$ cat config.mk
export PLATFORM = sky130hd
export DESIGN_NAME = t03_decode_stage
export DESIGN_NICKNAME = d
export VERILOG_FILES = /design/src/rtl/t03_decode_stage.sv
export SDC_FILE = /design/constraint.sdc
export NUM_CORES = 1
export LEC_CHECK = 0
export BUFFER_PORTS_ARGS = -buffer_cell sky130_fd_sc_hd__buf_2
export CORE_MARGIN = 1
export CORE_UTILIZATION = 52
export CTS_CLUSTER_SIZE = 20
export DETAILED_ROUTE_END_ITERATION = 7
export PLACE_DENSITY = 0.95
export SETUP_SLACK_MARGIN = 0.02
export SKIP_CTS_REPAIR_TIMING = 1
export SYNTH_ARGS = -nofsm -noshare
export SYNTH_HDL_FRONTEND = slang
export SYNTH_SLANG_ARGS = --single-unit
$ cat constraint.sdc
create_clock -name clk -period 3.82 [get_ports clk]
set_input_delay 0.955 -clock clk [delete_from_list [all_inputs] [get_ports clk]]
set_output_delay 0.955 -clock clk [all_outputs]
set_load 0.1 [all_outputs]
$ cat src/rtl/t03_decode_stage.sv
// ----------------------------------------------------------------------------
// t03_decode_stage
// Single registered decode stage for RV32I/RV64I base encodings.
// An accepted instruction is split into register indices, type class,
// {funct7, funct3, opcode} control bundle and a sign-extended immediate.
// The bundle appears one cycle after acceptance.
//
// Parameters
//   XLEN   width of pc / imm (32 or 64)
//   RV64W  1 = decode OP-IMM-32 / OP-32, 0 = treat them as illegal
//
// Ports
//   clk, nRst          clock (rising edge), asynchronous active-low reset
//   flush              discard the held bundle and any incoming instruction
//   in_valid/in_ready  upstream handshake for inst/pc
//   out_valid/out_ready downstream handshake for the decoded bundle
//   out_pc             pc of the held instruction
//   rs1, rs2, rd       register indices (zeroed when unused by the type)
//   type_out           R=0 I=1 S=2 B=3 J=4 U=5 illegal=7
//   control_out        {funct7, funct3, opcode}
//   imm                sign-extended immediate
//   illegal            unsupported encoding
//   dec_count          wrapping count of accepted instructions
// ----------------------------------------------------------------------------
module t03_decode_stage #(
  parameter int XLEN  = 32,
  parameter bit RV64W = 1'b0
) (
  input  logic            clk,
  input  logic            nRst,
  input  logic            flush,
  input  logic            in_valid,
  output logic            in_ready,
  input  logic [31:0]     inst,
  input  logic [XLEN-1:0] pc,
  output logic            out_valid,
  input  logic            out_ready,
  output logic [XLEN-1:0] out_pc,
  output logic [4:0]      rs1,
  output logic [4:0]      rs2,
  output logic [4:0]      rd,
  output logic [2:0]      type_out,
  output logic [16:0]     control_out,
  output logic [XLEN-1:0] imm,
  output logic            illegal,
  output logic [15:0]     dec_count
);

  localparam logic [2:0] T_R   = 3'd0;
  localparam logic [2:0] T_I   = 3'd1;
  localparam logic [2:0] T_S   = 3'd2;
  localparam logic [2:0] T_B   = 3'd3;
  localparam logic [2:0] T_J   = 3'd4;
  localparam logic [2:0] T_U   = 3'd5;
  localparam logic [2:0] T_ILL = 3'd7;

  localparam logic [6:0] OPC_LOAD     = 7'b0000011;
  localparam logic [6:0] OPC_OP_IMM   = 7'b0010011;
  localparam logic [6:0] OPC_JALR     = 7'b1100111;
  localparam logic [6:0] OPC_SYSTEM   = 7'b1110011;
  localparam logic [6:0] OPC_OP       = 7'b0110011;
  localparam logic [6:0] OPC_STORE    = 7'b0100011;
  localparam logic [6:0] OPC_BRANCH   = 7'b1100011;
  localparam logic [6:0] OPC_JAL      = 7'b1101111;
  localparam logic [6:0] OPC_LUI      = 7'b0110111;
  localparam logic [6:0] OPC_AUIPC    = 7'b0010111;
  localparam logic [6:0] OPC_OP_IMM32 = 7'b0011011;
  localparam logic [6:0] OPC_OP32     = 7'b0111011;

  function automatic logic [2:0] op_type(input logic [31:0] i);
    if (i[1:0] != 2'b11) return T_ILL;
    case (i[6:0])
      OPC_LOAD, OPC_OP_IMM, OPC_JALR, OPC_SYSTEM: return T_I;
      OPC_OP:       return T_R;
      OPC_STORE:    return T_S;
      OPC_BRANCH:   return T_B;
      OPC_JAL:      return T_J;
      OPC_LUI, OPC_AUIPC: return T_U;
      OPC_OP_IMM32: return RV64W ? T_I : T_ILL;
      OPC_OP32:     return RV64W ? T_R : T_ILL;
      default:      return T_ILL;
    endcase
  endfunction

  // Immediate is assembled as a signed 32-bit value, then the size cast
  // sign-extends it to XLEN.
  function automatic logic signed [XLEN-1:0] imm_ext(input logic [31:0] i,
                                                     input logic [2:0]  t);
    logic signed [31:0] v;
    case (t)
      T_I:     v = {{20{i[31]}}, i[31:20]};
      T_S:     v = {{20{i[31]}}, i[31:25], i[11:7]};
      T_B:     v = {{19{i[31]}}, i[31], i[7], i[30:25], i[11:8], 1'b0};
      T_J:     v = {{11{i[31]}}, i[31], i[19:12], i[20], i[30:21], 1'b0};
      T_U:     v = {i[31:12], 12'b0};
      default: v = '0;
    endcase
    return XLEN'(v);
  endfunction

  logic                   accept;
  logic [2:0]             typ_p0;
  logic [4:0]             rs1_p0, rs2_p0, rd_p0;
  logic [2:0]             f3_p0;
  logic [6:0]             f7_p0;
  logic signed [XLEN-1:0] imm_p0;

  logic                   vld_p1;
  logic [XLEN-1:0]        pc_p1;
  logic [4:0]             rs1_p1, rs2_p1, rd_p1;
  logic [2:0]             typ_p1;
  logic [16:0]            ctrl_p1;
  logic signed [XLEN-1:0] imm_p1;
  logic                   ill_p1;
  logic [15:0]            cnt_p1;

  assign in_ready = (!vld_p1 || out_ready) && !flush;
  assign accept   = in_valid && in_ready;

  // ---- stage p0: combinational field extraction and per-type zeroing ----
  always_comb begin
    typ_p0 = op_type(inst);
    rs1_p0 = inst[19:15];
    rs2_p0 = inst[24:20];
    rd_p0  = inst[11:7];
    f3_p0  = inst[14:12];
    f7_p0  = inst[31:25];
    case (typ_p0)
      T_R: ;
      T_I: begin
        rs2_p0 = '0;
        // Shift-immediates keep funct7 (it selects srli/srai).
        if (!((inst[6:0] == OPC_OP_IMM || inst[6:0] == OPC_OP_IMM32) &&
              inst[13:12] == 2'b01))
          f7_p0 = '0;
      end
      T_S, T_B: begin
        rd_p0 = '0;
        f7_p0 = '0;
      end
      T_J, T_U: begin
        rs1_p0 = '0;
        rs2_p0 = '0;
        f3_p0  = '0;
        f7_p0  = '0;
      end
      default: begin
        rs1_p0 = '0;
        rs2_p0 = '0;
        rd_p0  = '0;
        f3_p0  = '0;
        f7_p0  = '0;
      end
    endcase
    imm_p0 = imm_ext(inst, typ_p0);
  end

  // ---- stage p1: output register ----
  always_ff @(posedge clk or negedge nRst) begin
    if (!nRst) begin
      vld_p1  <= 1'b0;
      pc_p1   <= '0;
      rs1_p1  <= '0;
      rs2_p1  <= '0;
      rd_p1   <= '0;
      typ_p1  <= '0;
      ctrl_p1 <= '0;
      imm_p1  <= '0;
      ill_p1  <= 1'b0;
      cnt_p1  <= '0;
    end else begin
      if (flush)          vld_p1 <= 1'b0;
      else if (accept)    vld_p1 <= 1'b1;
      else if (out_ready) vld_p1 <= 1'b0;

      if (accept) begin
        pc_p1   <= pc;
        rs1_p1  <= rs1_p0;
        rs2_p1  <= rs2_p0;
        rd_p1   <= rd_p0;
        typ_p1  <= typ_p0;
        ctrl_p1 <= {f7_p0, f3_p0, inst[6:0]};
        imm_p1  <= imm_p0;
        ill_p1  <= (typ_p0 == T_ILL);
        cnt_p1  <= cnt_p1 + 16'd1;
      end
    end
  end

  assign out_valid   = vld_p1;
  assign out_pc      = pc_p1;
  assign rs1         = rs1_p1;
  assign rs2         = rs2_p1;
  assign rd          = rd_p1;
  assign type_out    = typ_p1;
  assign control_out = ctrl_p1;
  assign imm         = imm_p1;
  assign illegal     = ill_p1;
  assign dec_count   = cnt_p1;

endmodule

==> results_dict.tcl <==
set metrics [dict create \
    synth_fa_ha_area_share_pct 0.259 \
    fin_util_pct 73.5 \
    place_congestion 0.927 \
    yosysTopAreaCell "dfrtp_1" \
    grt_max_degree 68 \
    synth_xor_area_share_pct 2.90 \
    ys_types 53 \
    drt_pass1_iterations 8 \
    cts-root-buf "clkbuf_8" \
    tightest_slew_ps 878 \
    synth_compound_area_share_pct 14.2 \
    worst_ep_required_time_ps 2860 \
    failed_checks "DRC" \
    diodes 0 \
    fin_ws_ps 845 \
    power_density_nw_per_um2 667 \
    synthArstFlopShare_pct 100 \
    synth_seq_cells 117 \
    drt_iter0_drc 250 \
    cts_sinks 117 \
    grt_pass1_wl_um 20500 \
    clk_pin_slew_ps 60 \
    numCtsBuffers 17 \
    cp_max_fo 6 \
    p_leak_nw 3.55 \
    antenna_found_initial 0 \
    synth_nets 503 \
    clockBufferDepth 2 \
    num_vias 4190 \
    die-area_um2 9690 \
    insertion_delay_ps 490 \
    drc 10 \
    htree_levels 4 \
    core_area_um2 8850 \
    rsz0062_at_grt "false" \
    synth_cells 433 \
    grt-ovfl-total 0 \
    drv_cap 0 \
    max-slew-margin-rel_pct 40.7 \
    wire_per_inst_um 17.3 \
    ios 187 \
    crit_arrival_ps 2020 \
    endpoint_kind "output port" \
    yosysWarnings 0 \
    dp_hpwl_um 8690 \
    yosys.area.top_type_share_pct 60.5 \
    setup_viol 0 \
    report.final.slew_viol_count 0 \
    clock_skew_ps 4.76 \
    syn_to_final_growth_pct 34.5 \
    port_buffers 186 \
    die_x_um 98.4 \
    yosys.area_share.simple_pct 19.2 \
    fp.dieH_um 98.4 \
    initial_utilization_pct 54.7 \
    synth.yosys.seq_area_share_pct 60.5 \
    worst_setup_path_start_kind "input port" \
    critical_path_class "input port to output port" \
    post-place-ws_ps 848 \
    track_usage_pct 27.1 \
    rows 34 \
    drive_above_1_share_pct 38.5 \
    hold_violations 0 \
    ys.flop_type "dfrtp_1" \
    syn_avg_cell_area_um2 11.2 \
    fmax_mhz 336 \
    vdd_drop_max_uv 408 \
    run_status "complete, but fails checks" \
    hold_class "input port to asynchronous set/reset pin" \
    synth_area_um2 4840 \
    wl_um 12800 \
    cts_tree "yes" \
    grt_pass1_vias 4147 \
    synth_area_leaders "dfrtp_1 (61%), nand2_1 (10%), a22o_1 (5.8%), a221o_1 (3.7%), xnor2_1 (2.4%)" \
    synth_top_family_by_area "simple AND/OR/NAND/NOR gates" \
    layout_min_cycle_time_ps 2970 \
    antenna_left 0 \
    synth_edf_count 0 \
    viasPerCell 5.67 \
    synth.area.mux_share_pct 0.233 \
    timing.setup.tns_ps 0 \
    layout.nets 688 \
    layout_worst_path_cycle_share_pct 77.9 \
]
synthesized netlist by cell type, types with 4 or more instances:
library cell,instances
a221o_1,18
clkbuf_1,13
and4_1,4
nand4_1,6
buf_2,4
buf_4,4
xnor2_1,13
a21oi_1,4
dfrtp_1,117
nor2_1,15
nand2_1,134
a221o_2,5
a22o_1,32
and3_1,5
nand3_1,11
worst max-delay path: stages:
cell and delay (ps):
buf_2 100, nor2b_1 450, nor2_1 180, buf_2 340
per-layer routing:
metal,vias up,GRT usage [%],part of all wire [%]
li1,1904,-,-
met1,2025,35.2,41
met2,229,44.5,49
met3,32,6.45,8.0
met4,0,10.3,2.2
met5,-,0,0
cell usage in the layout, fill, tap and decap left out, types with 6 or more instances in the layout:
cell type	Yosys	routed
nor2_1	15	14
clkbuf_16	0	16
a22o_1	32	32
a221o_1	18	18
buf_2	4	185
xnor2_1	13	13
nand3_1	11	11
nand4_1	6	6
nand2_1	134	133
dfrtp_1	117	117
final cells by class:
cell class                      instances  area [um2]
Timing Repair Buffer                  189         981
Sequential cell                       117        2930
Multi-Input combinational cell        291        1800
Clock inverter                         13         218
Fill cell                             604        2340
Inverter                                2        7.51
Tap cell                              108         135
Clock buffer                           19         442
through the flow:
stage	area [um2]	hold slack [ps]	total power, mW	std cells
4_1_cts	6510	470	4.37	739
5_1_grt	6510	494	4.48	739
6_report	6510	468	4.34	739
2_1_floorplan	4840	659	2.37	433
3_5_place_dp	5850	456	2.61	707
3_3_place_gp	5850	448	2.59	707
registers in the layout (all words and copies together) (netlist names):
signal       flops
rs1              5
rs2              5
control_out     17
rd               5
out_valid        1
dec_count       16
out_pc          32
type_out         3
imm             32
illegal          1
cell families (layout without fill, tap and decap cells):
group	after synthesis	after routing
XOR/XNOR	16	16
AND/OR/NAND/NOR	197	197
AO/OA/AOI/OAI	76	76
adder cells (fa/ha/maj)	1	1
flip-flops	117	117
multiplexers	1	1
buffers and inverters	25	223
path summary, 6_finish.rpt:
| path | startpoint | endpoint | slack [ps] | cells after the start |
|---|---|---|---|---|
| setup / recovery | out_ready | in_ready | 850 | 4 |
| hold / removal | nRst | control_out[2] | 470 | 1 |
| setup reg to reg | out_valid | imm[21] | 1500 | 5 |
| hold reg to reg | imm[31] | imm[31] | 470 | 2 |
| max in group asynchronous | nRst | control_out[8] | 2580 | 2 |
| min in group clk | imm[31] | imm[31] | 470 | 2 |
power by group:
group | total [mW] | internal, mW | leakage, nW | switching, mW
Combinational | 1.17 | 0.176 | 1.69 | 0.995
Sequential | 1.42 | 1.34 | 1.54 | 0.0798
Clock | 1.75 | 1.17 | 0.316 | 0.576
Power figures use the tool's default switching activity.
